## config.mk

```make
export PLATFORM = sky130hd
export DESIGN_NAME = slave_regfile_ws
export DESIGN_NICKNAME = d
export VERILOG_FILES = /design/src/rtl/slave_regfile_ws.sv
export SDC_FILE = /design/constraint.sdc
export NUM_CORES = 1
export LEC_CHECK = 0
export ABC_AREA = 1
export BUFFER_PORTS_ARGS = -buffer_cell sky130_fd_sc_hd__buf_2
export CORE_UTILIZATION = 28
export CTS_BUF_LIST = sky130_fd_sc_hd__clkbuf_4 sky130_fd_sc_hd__clkbuf_8
export DETAILED_ROUTE_END_ITERATION = 8
export GPL_TIMING_DRIVEN = 0
export SLEW_MARGIN = 30
export SYNTH_ARGS = -nofsm -noshare
export SYNTH_HDL_FRONTEND = slang
export SYNTH_SLANG_ARGS = --single-unit
```

## constraint.sdc

```tcl
create_clock -name clk -period 4.19 [get_ports clk]
set_input_delay 0.838 -clock clk [delete_from_list [all_inputs] [get_ports clk]]
set_output_delay 0.838 -clock clk [all_outputs]
set_load 0.05 [all_outputs]
```

## src/rtl/slave_regfile_ws.sv

```systemverilog
// Wait-state register-file bus responder: word-addressed registers answered after WAIT_CYCLES.
// Optional build macro SLAVE_RO_ID_EN makes index 0 a read-only ID register with no storage.
module slave_regfile_ws #(
    parameter int                ADDR_W      = 8,
    parameter int                DATA_W      = 32,
    parameter int                NUM_REGS    = 16,
    parameter int                WAIT_CYCLES = 2,
    parameter logic [DATA_W-1:0] ID_VALUE    = 32'h5157_0001
) (
    input  logic              clk,
    input  logic              reset,
    input  logic              req,
    input  logic              we,
    input  logic [ADDR_W-1:0] addr,
    input  logic [DATA_W-1:0] wdata,
    output logic              ready,
    output logic [DATA_W-1:0] rdata,
    output logic              err
);

    localparam int IDX_W = $clog2(NUM_REGS);
`ifdef SLAVE_RO_ID_EN
    localparam int FIRST = 1;
`else
    localparam int FIRST = 0;
`endif
    localparam logic [ADDR_W:0] ADDR_LIM = (ADDR_W + 1)'(4 * NUM_REGS);
    localparam logic [3:0]      CNT_LOAD = (WAIT_CYCLES > 0) ? 4'(WAIT_CYCLES - 1) : 4'd0;

    typedef enum logic [1:0] {IDLE, WAIT, RESP} state_t;

    state_t             state, state_nxt;
    logic [3:0]         cnt, cnt_nxt;
    logic               load_cap;

    logic               cap_we, cap_ok;
    logic [IDX_W-1:0]   cap_idx;
    logic [DATA_W-1:0]  cap_wdata;

    logic               cur_we, cur_ok;
    logic [IDX_W-1:0]   cur_idx;
    logic [DATA_W-1:0]  cur_wdata;

    logic [DATA_W-1:0]  regs [NUM_REGS-1:FIRST];

    function automatic logic access_ok(input logic [ADDR_W-1:0] a, input logic w);
        logic ok;
        ok = (a[1:0] == 2'b00) && ({1'b0, a} < ADDR_LIM);
`ifdef SLAVE_RO_ID_EN
        if (w && (a[IDX_W+1:2] == '0))
            ok = 1'b0;
`else
        if (w) ok = ok;
`endif
        return ok;
    endfunction

    function automatic logic [DATA_W-1:0] read_reg(input logic [IDX_W-1:0] i);
`ifdef SLAVE_RO_ID_EN
        if (i == '0)
            return ID_VALUE;
`endif
        return regs[i];
    endfunction

    // In IDLE the live request drives decode so a zero-wait build can respond on the sample edge.
    always_comb begin
        if (state == IDLE) begin
            cur_we    = we;
            cur_ok    = access_ok(addr, we);
            cur_idx   = addr[IDX_W+1:2];
            cur_wdata = wdata;
        end else begin
            cur_we    = cap_we;
            cur_ok    = cap_ok;
            cur_idx   = cap_idx;
            cur_wdata = cap_wdata;
        end
    end

    always_comb begin
        state_nxt = state;
        cnt_nxt   = cnt;
        load_cap  = 1'b0;
        case (state)
            IDLE: begin
                if (req) begin
                    load_cap = 1'b1;
                    if (WAIT_CYCLES > 0) begin
                        state_nxt = WAIT;
                        cnt_nxt   = CNT_LOAD;
                    end else begin
                        state_nxt = RESP;
                    end
                end
            end
            WAIT: begin
                if (cnt == 4'd0)
                    state_nxt = RESP;
                else
                    cnt_nxt = cnt - 4'd1;
            end
            RESP:    state_nxt = IDLE;
            default: state_nxt = IDLE;
        endcase
    end

    always_ff @(posedge clk) begin
        if (reset) begin
            state <= IDLE;
            cnt   <= 4'd0;
        end else begin
            state <= state_nxt;
            cnt   <= cnt_nxt;
        end
    end

    // Request capture: data-only registers, no reset needed.
    always_ff @(posedge clk) begin
        if (load_cap) begin
            cap_we    <= cur_we;
            cap_ok    <= cur_ok;
            cap_idx   <= cur_idx;
            cap_wdata <= cur_wdata;
        end
    end

    // Response registers load on the edge entering RESP, so ready/rdata/err are flop outputs.
    always_ff @(posedge clk) begin
        if (reset) begin
            ready <= 1'b0;
            err   <= 1'b0;
            rdata <= '0;
        end else begin
            ready <= (state_nxt == RESP);
            err   <= (state_nxt == RESP) && !cur_ok;
            rdata <= ((state_nxt == RESP) && cur_ok && !cur_we) ? read_reg(cur_idx) : '0;
        end
    end

    // Write commit on the RESP edge; reset takes priority and discards a pending write.
    always_ff @(posedge clk) begin
        if (reset) begin
            for (int i = FIRST; i < NUM_REGS; i++)
                regs[i] <= '0;
        end else if ((state == RESP) && cap_ok && cap_we) begin
            regs[cap_idx] <= cap_wdata;
        end
    end

endmodule

```

==> summary.txt, run 1 <==
Floorplan
  • Vertical extent of the die: 316 um
  • Area of the die: 0.100 sq mm
  • Number of core rows: 114
  • Initial standard-cell utilization of the core: 0.284
  • Core outline area: 0.0973 sq mm
  • Die extent in x: 316 um
  • Count of boundary I/O pins: 78

Logic synthesis
  • Total number of yosys warnings: 0
  • Post-synthesis xor/xnor area fraction: 0
  • Share of synthesized area spent on multiplexers: 0
  • Flip-flop and latch count after synthesis: 590
  • Share of the yosys chip area belonging to registers: 0.626
  • Top cell type by total area after synthesis: sky130_fd_sc_hd__edfxtp_1
  • Count of mapped cells out of synthesis: 3143
  • Synthesized area divided by synthesized cell count: 8.80 sq um
  • Compound-gate portion of the synthesized area: 0.00249
  • Count of distinct cell types in the synthesized netlist: 22
  • Largest family of logic cells by synthesized area: simple AND/OR/NAND/NOR gates
  • Post-Syn Nets: 3188
  • Area share of fa/ha/maj cells after synthesis: 0.000453
  • Simple-gate share of the synthesized area: 0.261
  • Share of the synthesized area in the top cell type: 0.597
  • Largest cells by area after synthesis: sky130_fd_sc_hd__edfxtp_1 60%, sky130_fd_sc_hd__nand2_1 10%, sky130_fd_sc_hd__nor2_1 8.0%
  • Synthesized cell area: 0.0276 sq mm

Drt
  • Routed wirelength normalized by instance count: 17.5 um
  • First drt pass iteration count: 6
  • Detailed Route WL: 82000 um
  • Post-detailed-route count of antenna-violating nets: 0
  • Via density: 4.59
  • Final routed DRC violation total: 0
  • Total via count after detailed routing: 21.5k
  • Number of DRC markers in iteration 0: 2176

GRT
  • Tot GR Track Use: 0.165
  • First-pass GRT wire length: 122000 um
  • Via count of the first global-routing pass: 20.1k
  • Initial antenna violation count: 5
  • GR Overflow Total: 0
  • Maximum number of pins on one net before global-route repair: 33

STA
  • Final period util: 0.762
  • Unrepaired setup endpoints after global routing: false
  • Pins over their slew limit: 0
  • Max transition margin: 0.375
  • Final worst hold slack: 274 ps
  • Total of endpoints with negative setup slack in the final report: 0
  • Hold Vio Cnt, Final: 0
  • Highest clock frequency the design can meet: 313 MHz
  • Accumulated negative setup slack: 0 ps
  • Fin Clk Skew: 55.6 ps
  • Final min period: 3190 ps
  • Pin slew with the least headroom to its limit: 937 ps

Clocking
  • Total number of clock tree sinks: 590
  • Clock network latency to the later pin of the worst-skew pair: 740 ps
  • Clock transition at the registers of the reported paths: 70 ps
  • TritonCTS clock tree: yes
  • Number of buffers created by CTS: 98
  • Root buf cell: sky130_fd_sc_hd__clkbuf_8
  • Number of post-CTS setup repair buffers: 0
  • Number of cells upsized or downsized after cts: 0
  • Number of H-tree levels: 3
  • Number of buffers on the longest clock path: 3
  • Number of buffers inserted by hold repair at cts: 0

Worst setup path
  • Crit Path Max Fanout: 32
  • Arr. time, crit path: 3500 ps
  • Class of the most critical setup path: flip-flop to flip-flop
  • Destination of the critical timing path: regs[10][17]
  • Startpoint types: flip-flop
  • Worst r2r path cells: 7
  • Critical Path RT: 4500 ps
  • Launch instance of the worst register-to-register path: state[1]
  • Worst R2R End: regs[10][17]
  • Kind of end point of the critical path: flip-flop
  • Internal reg-to-reg setup slack: 1000 ps
  • Crit path launch: state[1]

Finish
  • Synth-to-Final Area Change: 15.3%
  • Top library cells by usage in the layout, fill and taps aside: 733 x sky130_fd_sc_hd__nand2_1, 589 x sky130_fd_sc_hd__nor2_1, 562 x sky130_fd_sc_hd__inv_1
  • Storage cell area: 0.0173 sq mm
  • Most common cell after layout, fill and taps aside: sky130_fd_sc_hd__nand2_1
  • Layout cells sized above 1: 0.113
  • Final nets: 3376
  • Multi-input gate area: 0.00735 sq mm
  • Fraction of the core area covered by cells at the end of the flow: 0.328
  • Filler cell count in the final layout: 10.1k

Power
  • Leakage power: 14.5 nW
  • Internal power component: 9.92 mW
  • PD cells: 447 mW/mm^2
  • Switching pwr: 4.31 mW
  • Switching part of the total: 0.303
  • Clock power frac: 0.357
  • Largest vdd supply drop: 0.246 mV
  • Combinational group share of total power: 0.172
  • Sequential Power Share: 0.471

Placed design
  • HPWL Detailed: 60100 um
  • GPL Wtd Cong: 0.925
  • Port Buffers: 77

Hold path
  • Hold path startpoint: wdata[3]
  • Tightest Hold Check Type: input port to flip-flop

Flow run
  • Number of max-capacitance violations reported: 0

Status
  • Outcome: completed
[worst max-delay path: stages (launching register included)]
cell,delay (ps)
sky130_fd_sc_hd__dfxtp_1,380
sky130_fd_sc_hd__inv_2,60
sky130_fd_sc_hd__nor3_1,160
sky130_fd_sc_hd__nand3_1,260
sky130_fd_sc_hd__nor3_1,630
sky130_fd_sc_hd__nand2_1,310
sky130_fd_sc_hd__buf_2,300
sky130_fd_sc_hd__nand2_2,660
[cells by family (layout without fill, tap and decap cells)]
kind of cell,after synthesis,after routing
fa+ha+maj,1,1
compound gates,13,13
other cells,0,4
buf+inv,765,1028
flops,590,590
simple gates,1774,1774
[metrics by stage]
step | instances | power, mW | instance area [sq um] | setup WS, ps
floorplan | 3143 | 8.29 | 27600 | 914
global placement | 4496 | 9.19 | 29600 | -1300
detailed placement | 4507 | 9.25 | 29900 | 626
CTS | 4682 | 14.3 | 31900 | 1000
global route | 4684 | 14.8 | 31900 | 827
finish | 4686 | 14.2 | 31900 | 999
[how the worst min path moves through the flow]
stage	to	slack, ps	depth (start not counted)
after floorplan	cnt[0]	450	1
after global placement	cnt[0]	470	1
after detailed placement	cnt[0]	470	1
after CTS	cap_wdata[13]	210	1
after global routing	cap_wdata[13]	230	1
final	cap_wdata[3]	270	1
[per-layer routing]
metal | GRT usage | vias up | share of wire
met5 | 0 | - | 0
met4 | 0.0620 | 0 | 0.034
met3 | 0.0281 | 159 | 0.083
met2 | 0.257 | 916 | 0.44
met1 | 0.228 | 10300 | 0.44
li1 | - | 10200 | -
[cells in the mapped netlist (all sizes together)]
| master | count |
|---|---|
| nand2 | 755 |
| nor2 | 591 |
| inv | 564 |
| edfxtp | 550 |
| nand3 | 419 |
| buf | 115 |
| clkbuf | 86 |
| dfxtp | 40 |
| o21ai | 8 |
| nor3 | 7 |
| a21oi | 3 |
| or2 | 2 |
| a31oi | 1 |
| ha | 1 |
| o31ai | 1 |
[power groups by stage]
stage / Clock [mW] / Combinational, mW / Sequential, mW
global placement: 0 / 2.35 / 6.84
detailed placement: 0 / 2.42 / 6.83
global route: 5.37 / 2.68 / 6.73
CTS: 5.14 / 2.43 / 6.71
floorplan: 0 / 1.46 / 6.83
finish: 5.07 / 2.45 / 6.71
[flip-flops by register name, indices dropped and copies added, names as in the netlist]
name	flops
regs	512
cap_idx	4
cap_we	1
err	1
state	2
cnt	4
cap_ok	1
rdata	32
cap_wdata	32
ready	1
[cell type report]
cell class	count	area share
Sequential cell	590	0.544
Multi-Input combinational cell	1788	0.231
Inverter	564	0.0664
Clock buffer	138	0.0527
Tap cell	1276	0.0501
Buffer	201	0.0284
Timing Repair Buffer	88	0.0207
Clock inverter	37	0.00699
Antenna cell	4	0.000314
No activity file was read; power rests on OpenSTA's default activity.
==> run 2: changes to the inputs <==
==> constraint.sdc (replaced) <==
create_clock -name clk -period 3.1 [get_ports clk]
set_input_delay 0.62 -clock clk [delete_from_list [all_inputs] [get_ports clk]]
set_output_delay 0.62 -clock clk [all_outputs]
set_load 0.05 [all_outputs]
==> run 2 against run 1 <==
  * Non-clock buffer count increased by 5
  * Largest cell class unchanged
  * Fmax increased by 6.4%
  * Critical path depth increased by 1
  * Die area unchanged
==> summary.txt, run 2 (synthesized netlist as in run 1, its figures left out) <==
STA
  • Unrepaired setup endpoints after global routing: false (unchanged)
  • Final period util: 0.968 (was 0.762)
  • Highest clock frequency the design can meet: 333 MHz (was 313 MHz)
  • Pins over their slew limit: 0 (unchanged)
  • Pin slew with the least headroom to its limit: 1110 ps (was 937 ps)
  • Accumulated negative setup slack: 0 ps (unchanged)
  • Max transition margin: 0.257 (was 0.375)
  • Worst path setup slack after routing: 100 ps (was 999 ps)
  • Fin Clk Skew: 54.5 ps (was 55.6 ps)
  • Final worst hold slack: 60.1 ps (was 274 ps)
  • Final min period: 3000 ps (was 3190 ps)
  • Hold Vio Cnt, Final: 0 (unchanged)
  • Total of endpoints with negative setup slack in the final report: 0 (unchanged)

Placed design
  • HPWL Detailed: 60100 um (unchanged)
  • Port Buffers: 77 (unchanged)
  • Placed Cells: 4507 (unchanged)
  • Total cell area at the placement stage: 0.0299 sq mm (unchanged)
  • Pre-CTS setup slack: -246 ps (was 626 ps)
  • GPL Wtd Cong: 0.925 (unchanged)

Hold path
  • Tightest Hold Check Type: input port to flip-flop (unchanged)
  • Hold path startpoint: wdata[28] (was wdata[3])

Worst setup path
  • Max stage delay cell, worst path: sky130_fd_sc_hd__nor2_1 (was sky130_fd_sc_hd__nand2_2)
  • Launch instance of the worst register-to-register path: state[1] (unchanged)
  • Startpoint types: flip-flop (unchanged)
  • Arr. time, crit path: 3410 ps (was 3500 ps)
  • Critical Path Max Stage Delay: 480 ps (was 660 ps)
  • Buffers and inverters on the worst path: 3 (was 2)
  • Kind of end point of the critical path: flip-flop (unchanged)
  • Worst r2r path cells: 8 (was 7)
  • Destination of the critical timing path: regs[14][7] (was regs[10][17])
  • Critical Path RT: 3510 ps (was 4500 ps)
  • Worst R2R End: regs[14][7] (was regs[10][17])
  • Number of cells on the critical path: 8 (was 7)
  • Crit Path Max Fanout: 20 (was 32)
  • Cell Chain, Critical Path: inv_2 > nor3_1 > nand3_1 > nor2_1 > nand2_1 > clkbuf_1 > nand2_2 > buf_16 (was inv_2 > nor3_1 > nand3_1 > nor3_1 > nand2_1 > buf_2 > nand2_2)
  • Class of the most critical setup path: flip-flop to flip-flop (unchanged)
  • Largest delay share family, worst path: simple AND/OR/NAND/NOR gates (unchanged)
  • Internal reg-to-reg setup slack: 100 ps (was 1000 ps)
  • Crit path launch: state[1] (unchanged)

Clocking
  • Clock network latency to the later pin of the worst-skew pair: 740 ps (about the same)
  • TritonCTS clock tree: yes (unchanged)
  • Root buf cell: sky130_fd_sc_hd__clkbuf_8 (unchanged)
  • Total number of clock tree sinks: 590 (unchanged)
  • Number of buffers created by CTS: 98 (unchanged)
  • Number of buffers on the longest clock path: 3 (unchanged)
  • Number of H-tree levels: 3 (unchanged)
  • Clock transition at the registers of the reported paths: 70 ps (about the same)

GRT
  • Tot GR Track Use: 0.165 (about the same)
  • Met2 track demand over resource in global routing: 0.257 (about the same)
  • GR Overflow Total: 0 (unchanged)
  • Layer carrying the most global-route usage: met2 (unchanged)
  • Met1 capacity usage during global routing: 0.229 (was 0.228)
  • Maximum number of pins on one net before global-route repair: 33 (unchanged)
  • Via count of the first global-routing pass: 20.1k (about the same)
  • Initial antenna violation count: 5 (unchanged)
  • Met3 Usage GRT: 0.0281 (unchanged)
  • First-pass GRT wire length: 122000 um (about the same)

Drt
  • Via density: 4.59 (about the same)
  • Routed wirelength normalized by instance count: 17.5 um (about the same)
  • First drt pass iteration count: 6 (unchanged)
  • Final routed DRC violation total: 0 (unchanged)
  • Number of DRC markers in iteration 0: 2099 (was 2176)
  • Post-detailed-route count of antenna-violating nets: 0 (unchanged)
  • Detailed Route WL: 82000 um (about the same)
  • Total via count after detailed routing: 21.5k (about the same)

Power
  • Largest vdd supply drop: 0.334 mV (was 0.246 mV)
  • PD cells: 602 mW/mm^2 (was 447 mW/mm^2)
  • Leakage power: 14.5 nW (about the same)
  • Post-layout total power: 19.2 mW (was 14.2 mW)

Finish
  • Register ranked first by flip-flop count: regs (unchanged)
  • Most common cell after layout, fill and taps aside: sky130_fd_sc_hd__nand2_1 (unchanged)
  • Top Registers: regs: 512 flops, cap_wdata: 32 flops, rdata: 32 flops (unchanged)
  • Top library cells by usage in the layout, fill and taps aside: 733 x sky130_fd_sc_hd__nand2_1, 589 x sky130_fd_sc_hd__nor2_1, 562 x sky130_fd_sc_hd__inv_1 (unchanged)
  • Fraction of the core area covered by cells at the end of the flow: 0.329 (was 0.328)
  • Synth-to-Final Area Change: 15.6% (was 15.3%)
  • Final std cells w/o fill: 4693 (was 4686)
  • Filler cell count in the final layout: 10.1k (about the same)
  • Layout cells sized above 1: 0.113 (about the same)
  • Final nets: 3381 (was 3376)
  • Number of flip-flops in the largest register: 512 (unchanged)
  • Design area: 0.0320 sq mm (was 0.0319 sq mm)

Floorplan
  • Count of boundary I/O pins: 78 (unchanged)
  • Vertical extent of the die: 316 um (unchanged)
  • Initial standard-cell utilization of the core: 0.284 (unchanged)
  • Die extent in x: 316 um (unchanged)
  • Area of the die: 0.100 sq mm (unchanged)
  • Core outline area: 0.0973 sq mm (unchanged)
  • Number of core rows: 114 (unchanged)

Status
  • Outcome: completed (unchanged)

Flow run
  • Number of max-capacitance violations reported: 0 (unchanged)
run 2: cell types whose count changed in the layout (fill, tap and decap cells not counted), sizes merged:
cell         previous run  this run
dlygate4sd3             0         5
diode                   4         6
run 2: cell type report:
type / count / area, sq um / area share
Timing Repair Buffer: 93 / 708 / 0.0222
Multi-Input combinational cell: 1788 / 7400 / 0.231
Tap cell: 1276 / 1600 / 0.0500
Clock inverter: 37 / 223 / 0.00697
Sequential cell: 590 / 17300 / 0.542
Antenna cell: 6 / 15.0 / 0.000470
Clock buffer: 138 / 1680 / 0.0526
Buffer: 201 / 906 / 0.0283
Inverter: 564 / 2120 / 0.0662
run 2: repair_timing:
| action | 4_1_cts | 5_1_grt |
|---|---|---|
| setup endpoints to repair | 68 | 67 |
| hold buffers | 5 | 0 |
| gates cloned | 0 | 0 |
| setup buffers | 0 | 0 |
| hold endpoints to repair | 5 | 0 |
| resized for setup | 4 | 5 |
run 2: routing by layer:
layer | wire length [um] | vias to the layer above
li1 | - | 10200
met1 | 36200 | 10300
met2 | 36400 | 909
met3 | 6700 | 158
met4 | 2770 | 0
met5 | 0 | -
run 2: where the power goes:
group	leakage, nW	internal (mW)	switching [mW]	total (mW)
clock network	1.01	3.59	3.27	6.86
registers	5.97	8.98	0.0840	9.06
logic	7.49	0.847	2.47	3.32
total	14.5	13.4	5.83	19.2
run 2: how the worst min path moves through the flow:
stage	slack [ps]	to	cells past startpoint
2_1_floorplan	450	cnt[0]	1
3_3_place_gp	470	cnt[0]	1
3_5_place_dp	470	cnt[0]	1
4_1_cts	1	cap_wdata[0]	1
5_1_grt	20	cap_wdata[12]	1
6_report	60	cap_wdata[28]	1
run 2: worst reg2reg max path, stage by stage, from the launching register on:
cell	delay [ps]
sky130_fd_sc_hd__dfxtp_1	380
sky130_fd_sc_hd__inv_2	60
sky130_fd_sc_hd__nor3_1	160
sky130_fd_sc_hd__nand3_1	270
sky130_fd_sc_hd__nor2_1	490
sky130_fd_sc_hd__nand2_1	300
sky130_fd_sc_hd__clkbuf_1	340
sky130_fd_sc_hd__nand2_2	440
sky130_fd_sc_hd__buf_16	240
